File: src/rtl/byte_serial_add32.sv
// 8-bit ripple-carry adder slice, shared by the byte-serial sequencer below.
// Latency: purely combinational.
// Backpressure: none; outputs follow the inputs.
module rca8 (
    input  logic [7:0] a,
    input  logic [7:0] b,
    input  logic       cin,
    output logic [7:0] sum,
    output logic       cout
);

    logic c;

    always_comb begin
        c   = cin;
        sum = '0;
        for (int i = 0; i < 8; i++) begin
            sum[i] = a[i] ^ b[i] ^ c;
            c      = (a[i] & b[i]) | (c & (a[i] ^ b[i]));
        end
        cout = c;
    end

endmodule

// 32-bit add/subtract computed one byte per clock through a single rca8.
// Latency: 5 cycles from accepted start to the done pulse; one operation per 6 cycles.
// Backpressure: start is ignored unless idle; result holds until the next accepted start.
module byte_serial_add32 #(
    parameter int NBYTES = 4
) (
    input  logic                clk,
    input  logic                rst,
    input  logic                start,
    input  logic [8*NBYTES-1:0] a,
    input  logic [8*NBYTES-1:0] b,
    input  logic                cin,
    input  logic                sub,
    output logic [8*NBYTES-1:0] sum,
    output logic                cout,
    output logic                overflow,
    output logic                busy,
    output logic                done
);

    localparam int W  = 8 * NBYTES;
    localparam int IW = (NBYTES > 1) ? $clog2(NBYTES) : 1;
    localparam logic [IW-1:0] LAST = IW'(NBYTES - 1);

    localparam logic [1:0] S_IDLE = 2'd0;
    localparam logic [1:0] S_RUN  = 2'd1;
    localparam logic [1:0] S_DONE = 2'd2;

    logic [1:0]    state;
    logic [W-1:0]  op_a;
    logic [W-1:0]  op_b;
    logic          carry;
    logic [IW-1:0] idx;

    logic [7:0] slice_a;
    logic [7:0] slice_b;
    logic [7:0] rca_sum;
    logic       rca_cout;

    assign slice_a = op_a[8*idx +: 8];
    assign slice_b = op_b[8*idx +: 8];

    rca8 u_rca8 (
        .a    (slice_a),
        .b    (slice_b),
        .cin  (carry),
        .sum  (rca_sum),
        .cout (rca_cout)
    );

    always_ff @(posedge clk) begin
        if (rst) begin
            state    <= S_IDLE;
            op_a     <= '0;
            op_b     <= '0;
            carry    <= 1'b0;
            idx      <= '0;
            sum      <= '0;
            cout     <= 1'b0;
            overflow <= 1'b0;
            busy     <= 1'b0;
            done     <= 1'b0;
        end else begin
            case (state)
                S_IDLE: begin
                    done <= 1'b0;
                    if (start) begin
                        // Subtract as a + ~b + 1; a set borrow-in cancels the +1.
                        op_a  <= a;
                        op_b  <= sub ? ~b : b;
                        carry <= cin ^ sub;
                        idx   <= '0;
                        busy  <= 1'b1;
                        state <= S_RUN;
                    end
                end
                S_RUN: begin
                    sum[8*idx +: 8] <= rca_sum;
                    carry           <= rca_cout;
                    idx             <= idx + IW'(1);
                    if (idx == LAST) begin
                        cout     <= rca_cout;
                        overflow <= (op_a[W-1] == op_b[W-1]) && (rca_sum[7] != op_a[W-1]);
                        busy     <= 1'b0;
                        done     <= 1'b1;
                        state    <= S_DONE;
                    end
                end
                S_DONE: begin
                    done  <= 1'b0;
                    state <= S_IDLE;
                end
                default: begin
                    state <= S_IDLE;
                end
            endcase
        end
    end

endmodule

File: config.mk
export PLATFORM = sky130hd
export DESIGN_NAME = byte_serial_add32
export DESIGN_NICKNAME = d
export VERILOG_FILES = /design/src/rtl/byte_serial_add32.sv
export SDC_FILE = /design/constraint.sdc
export NUM_CORES = 1
export LEC_CHECK = 0
export ABC_AREA = 1
export CORE_MARGIN = 4
export CORE_UTILIZATION = 55
export DETAILED_ROUTE_END_ITERATION = 7
export PLACE_DENSITY = 0.85
export SLEW_MARGIN = 5
export SYNTH_ARGS = -nofsm -noshare
export SYNTH_HDL_FRONTEND = slang
export SYNTH_HIERARCHICAL = 1
export SYNTH_SLANG_ARGS = --single-unit
File: constraint.sdc
create_clock -name clk -period 13.6 [get_ports clk]
set_clock_uncertainty 0.2 [all_clocks]
set_input_delay 1.36 -clock clk [delete_from_list [all_inputs] [get_ports clk]]
set_output_delay 1.36 -clock clk [all_outputs]
set_load 0.05 [all_outputs]
== After elaboration in Yosys (flattened, before gate mapping) ==
Cells that the tools add are included.
Widths: inputs -> output; s select.
Storage, ports and cells
  bits in writable memories: 0
  memories: 0
  input bits: 69
  output and inout port bits: 36
  latch bits: 0
  ROM bits: 0
  word-level logic and storage cells: 90
  register bits after elaboration: 105
Operators by class
  multipliers: 0
  divide/modulo/power cells: 0
  $add $sub $neg: 2
  shifts and indexed selects: 4
  order comparisons: 0
  equality and inequality tests: 7
  reduce and logical (&&, ||, !) cells: 11
  bitwise logic cells: 42
  muxes and demuxes: 14
Operators by type and width (number)
  $shiftx 32x6->8: 2
  $neg 5->34: 1
  $shift 8x34->32 const A: 1
  $shiftx 8x34->32: 1
  $bwmux 32: 1
  $mux 32: 1
  $not 32->32: 1
  $xor 1x1->1: 17
  $and 1x1->1: 16
  $reduce_and 2->1: 5
  $or 1x1->1: 8
  $pmux 2 s2: 2
  $mux 2: 3
  $pmux 1 s2: 3
  $eq 2x2->1 const B: 2
  $mux 1: 4
  $ne 2x2->1 const B: 2
  $reduce_bool 2->1: 2
  $reduce_and 3->1: 1
  $add 2x1->2 const B: 1
  $eq 2x1->1 const B: 1
  $logic_not 2->1: 1
  $reduce_or 2->1: 1
  $eq 1x1->1: 1
  other kinds (2): 2

== Depth between registers and ports, before layout ==
  depth in word-level cells: 19
  mapped depth: 21
  mapped depth without buffers: 19

== Modules after synthesis ==
Netlist, hierarchy kept.
By module, submodules not included
  byte_serial_add32: cells each 638, sequential area each 2102.0 µm², times used 1, area an instance 4722.0 µm²
  rca8: cells each 18, sequential area each 0.0 µm², times used 1, area an instance 197.7 µm²

== Least setup slack after synthesis ==
OpenSTA, ideal clock, no wires.
  path kind: flip-flop to flip-flop
  start point: register idx[0]
  end point: register sum[15]
  buffers on the path: 2
  period minus slack after synthesis: 4.667 ns
  stages on the path, launching flop included: 22
  arrival time: 4.396 ns
  setup slack: 8.933 ns
  required time: 13.330 ns
  setup time: 0.070 ns
  path through: dfxtp_1 -> buf_2 -> inv_2 -> buf_2 -> o21ai_0 -> o22ai_1 -> fa_1 -> inv_1 -> fa_1 -> inv_1 -> fa_1 -> fa_1 -> fa_1 -> fa_1 -> fa_1 -> inv_1 -> fa_1 -> inv_1 -> nand2_1 -> nor2_1 -> nand2_1 -> a21oi_1
On the way
  word-level cells in the longest chain between the ends: 19
  elaborated cells on any way between the ends: 43
  those cells by class: add/sub (1); shift (4); mux (1); bitwise (37)
RTL lines
  start: declaration: line 58  | logic [IW-1:0] idx;
  start signal: assignment: line 105  | idx <= idx + IW'(1);
  $shiftx 32x6->8 (*): line 65  | assign slice_a = op_a[8*idx +: 8];
  net slice_a[0]: line 60  | logic [7:0] slice_a;
  $xor 1x1->1: line 19  | c = (a[i] & b[i]) | (c & (a[i] ^ b[i]));
  $and 1x1->1: line 19
  $or 1x1->1 (*): line 19
  $and 1x1->1 (*): line 19
  $or 1x1->1 (*): line 19
  $and 1x1->1 (*): line 19
  [5 not listed]
  $and 1x1->1 (*): line 19
  $or 1x1->1 (*): line 19
  $and 1x1->1 (*): line 19
  $or 1x1->1 (*): line 19
  $xor 1x1->1 (*): line 18  | sum[i] = a[i] ^ b[i] ^ c;
  net rca_sum[7]: line 62  | logic [7:0] rca_sum;
  $shiftx 8x34->32 (*): line 103  | sum[8*idx +: 8] <= rca_sum;
  $bwmux 32 (*): line 103
  end signal: indexed assignment: line 103
  end: declaration: line 39  | output logic [8*NBYTES-1:0] sum,
Mark *: on every way through the listed nets, which the timed path passes. The rest lies on a longest branch.
A chain may end at the register's enable or synchronous reset.

== Worst setup path after layout ==
  start point: register idx[1]
  end point: register sum[15]
The elaborated chain is that of the path after synthesis.

==> summary.md <==
| Metric | Value |
|---|---|
| Status | `complete, no violations` |
| Slew @ Worst Pin | `815.8 ps` |
| Area Overhead vs Synth | `23.32%` |
| Die height | `102.6 um` |
| Number of synthesized register bits | `105` |
| Antenna-violating nets left | `0` |
| Root Buffer | `clkbuf_8` |
| Post-synth top cells | `139 x nand2_1, 118 x nor2_1, 105 x dfxtp_1` |
| EDFF count, synth | `0` |
| Synth warn | `6` |
| Synth Net Count | `739` |
| Ys async rst share | `0%` |
| Area fraction of the dominant cell type after synthesis | `42.73%` |
| Detailed-route wire length | `11,600 um` |
| Vias in the first global route | `4,105` |
| Max cap viols | `0` |
| Count of pins over their slew limit | `0` |
| Worst-path maximum fanout | `21` |
| Die ar. | `10,520 um^2` |
| Post-synthesis sequential area ratio | `42.73%` |
| Detail Placement HPWL | `8677 um` |
| Quantity of gates resized following cts | `0` |
| Routed wire per std cell | `13.71 um` |
| Top post-synthesis cells by area | `dfxtp_1 43%, nand2_1 11%, nor2_1 9.0%` |
| Initial antenna violation count | `0` |
| Unrepaired setup endpoints after global routing | `false` |
| Final period util | `39.86%` |
| Clock Sinks | `105` |
| Core area | `8721 um^2` |
| Residual DRC | `0` |
| CP Class | `reg2reg` |
| Kind of end point of the critical path | `flip-flop` |
| Vias | `4,477` |
| Clock Path Buffers | `2` |
| Gr usage total | `22.19%` |
| Setup WS pre-CTS | `8280 ps` |
| Cell row count | `34` |
| # diodes | `0` |
| Arrival @ worst endpoint | `5520 ps` |
| I/O pin count | `105` |
| Share of cells above drive strength 1 | `4.472%` |
| Ys flop type | `dfxtp_1` |
| Clk slew on worst S/H paths | `100 ps` |
| Max-slew headroom | `45.61%` |
| Starting density of the core | `56.41%` |
| Power density over the cells | `112.8 nW/um^2` |
| Final setup viols | `0` |
| Router iterations before antenna repair | `5` |
| Hold_buf cts | `0` |
| Leakage | `0.002352 uW` |
| Power, Total | `684.1 uW` |
| Hold Crit Class | `reg2reg` |
| TritonCTS clock tree | `done` |
| Port bufs | `104` |
| Unique cell type count in the Yosys netlist | `24` |
| Number of CTS-inserted buffers | `9` |
| Yosys top cell by area | `dfxtp_1` |
| Syn Std Cell Area | `4920 um^2` |
| Largest net degree at the start of global routing | `70` |
| Die span in x | `102.6 um` |
| FMAX | `184.5 MHz` |
| H-tree depth | `3` |
| Layout Nets | `816` |
| Setup ws final | `8179 ps` |
| Worst vdd ir | `0.06143 mV` |
| Placer Congestion | `0.8827` |
| Via/cell ratio | `5.292` |
| Post-route setup TNS | `0 ps` |
| Final Hold Slack | `270.5 ps` |
| CP startpoint kind | `flip-flop` |
| Final Hold Fails | `0` |
| Syn Inst Count | `656` |
| DR iter-0 viols | `287` |
| Grt ovf | `0` |
| Worst Path Required | `13,700 ps` |
| Most frequent cell after synthesis | `nand2_1` |
| Setup Buffers After CTS | `0` |
| Clock Latency Late Sink | `370 ps` |
| First-pass GRT wire length | `18,630 um` |
| Post-route minimum period | `5421 ps` |
| Syn Area/Cell | `7.500 um^2` |
## flip-flops by register name (all words and copies together) (netlist names)
register  cells
carry         1
cout          1
op_a         32
done          1
busy          1
sum          32
idx           2
state         2
op_b         32
overflow      1
## through the flow
step	util, %	cells	area (um^2)
5_1_grt	69.57	846	6067
3_3_place_gp	67.19	830	5859
2_1_floorplan	-	656	4920
6_report	69.57	846	6067
3_5_place_dp	67.19	830	5859
4_1_cts	69.57	846	6067
## final timing paths
path	startpoint	to	slack [ps]	cells past startpoint
max	idx[1]	sum[15]	8180	19
min	op_b[18]	op_b[18]	270	2
max reg2reg	idx[1]	sum[15]	8180	19
min reg2reg	op_b[18]	op_b[18]	270	2
## cell usage in the layout, fill, tap and decap left out, types with 4 or more instances in the layout
| cell type | Yosys | layout |
|---|---|---|
| nand2_1 | 139 | 139 |
| nor2_1 | 118 | 118 |
| dfxtp_1 | 105 | 105 |
| clkdlybuf4s50_1 | 0 | 102 |
| a21oi_1 | 68 | 68 |
| o21ai_0 | 67 | 67 |
| xor2_1 | 32 | 32 |
| inv_1 | 30 | 30 |
| o22ai_1 | 16 | 16 |
| clkbuf_8 | 0 | 9 |
| fa_1 | 8 | 8 |
| o21a_1 | 6 | 6 |
| ha_1 | 6 | 6 |
| nand3_2 | 5 | 5 |
| nand3_1 | 5 | 5 |
| nor2_4 | 4 | 4 |
## kinds of logic after synthesis
| family | Yosys count | synth area share, % |
|---|---|---|
| and+or+nand+nor | 275 | 22.63 |
| buffers and inverters | 73 | 7.477 |
| AOI/OAI and AO/OA | 157 | 16.68 |
| DFF | 105 | 42.73 |
| xor gates and xnor gates | 32 | 5.697 |
| adders and majority gates | 14 | 4.781 |
## routing by layer
layer	part of all wire [%]	track usage (%)	up-vias
met5	0	0	-
met4	1.6	5.954	0
met3	5.8	5.074	19
met2	49	38.03	134
met1	43	28.21	2061
li1	-	-	2263
## worst max-delay path: stages (launching register included)
cell and delay, ps:
dfxtp_1 740, inv_1 410, o21ai_0 170, o22ai_1 120
fa_1 440, inv_1 80, fa_1 160, inv_1 50
fa_1 380, fa_1 420, fa_1 420, fa_1 410
fa_1 370, inv_1 70, fa_1 400, inv_1 110
nand2_1 80, nor2_1 120, nand2_1 70, a21oi_1 130
## cell type report
cell class                      count  area (um^2)
Tap cell                          108        135.1
Fill cell                         717         2654
Multi-Input combinational cell    478         2450
Clock buffer                        9        123.9
Timing Repair Buffer              106         1046
Clock inverter                      7        83.83
Inverter                           33        126.4
Sequential cell                   105         2102
## report_power, final
group | internal [uW] | switching, uW | leakage, uW | total (uW)
Sequential | 326 | 13.1 | 0.000860 | 339
Clock | 89.1 | 112 | 0.000108 | 201
Combinational | 58.2 | 86.0 | 0.00138 | 144
Total | 473 | 211 | 0.00235 | 684
Note: power is estimated with default switching activity, not from simulation.
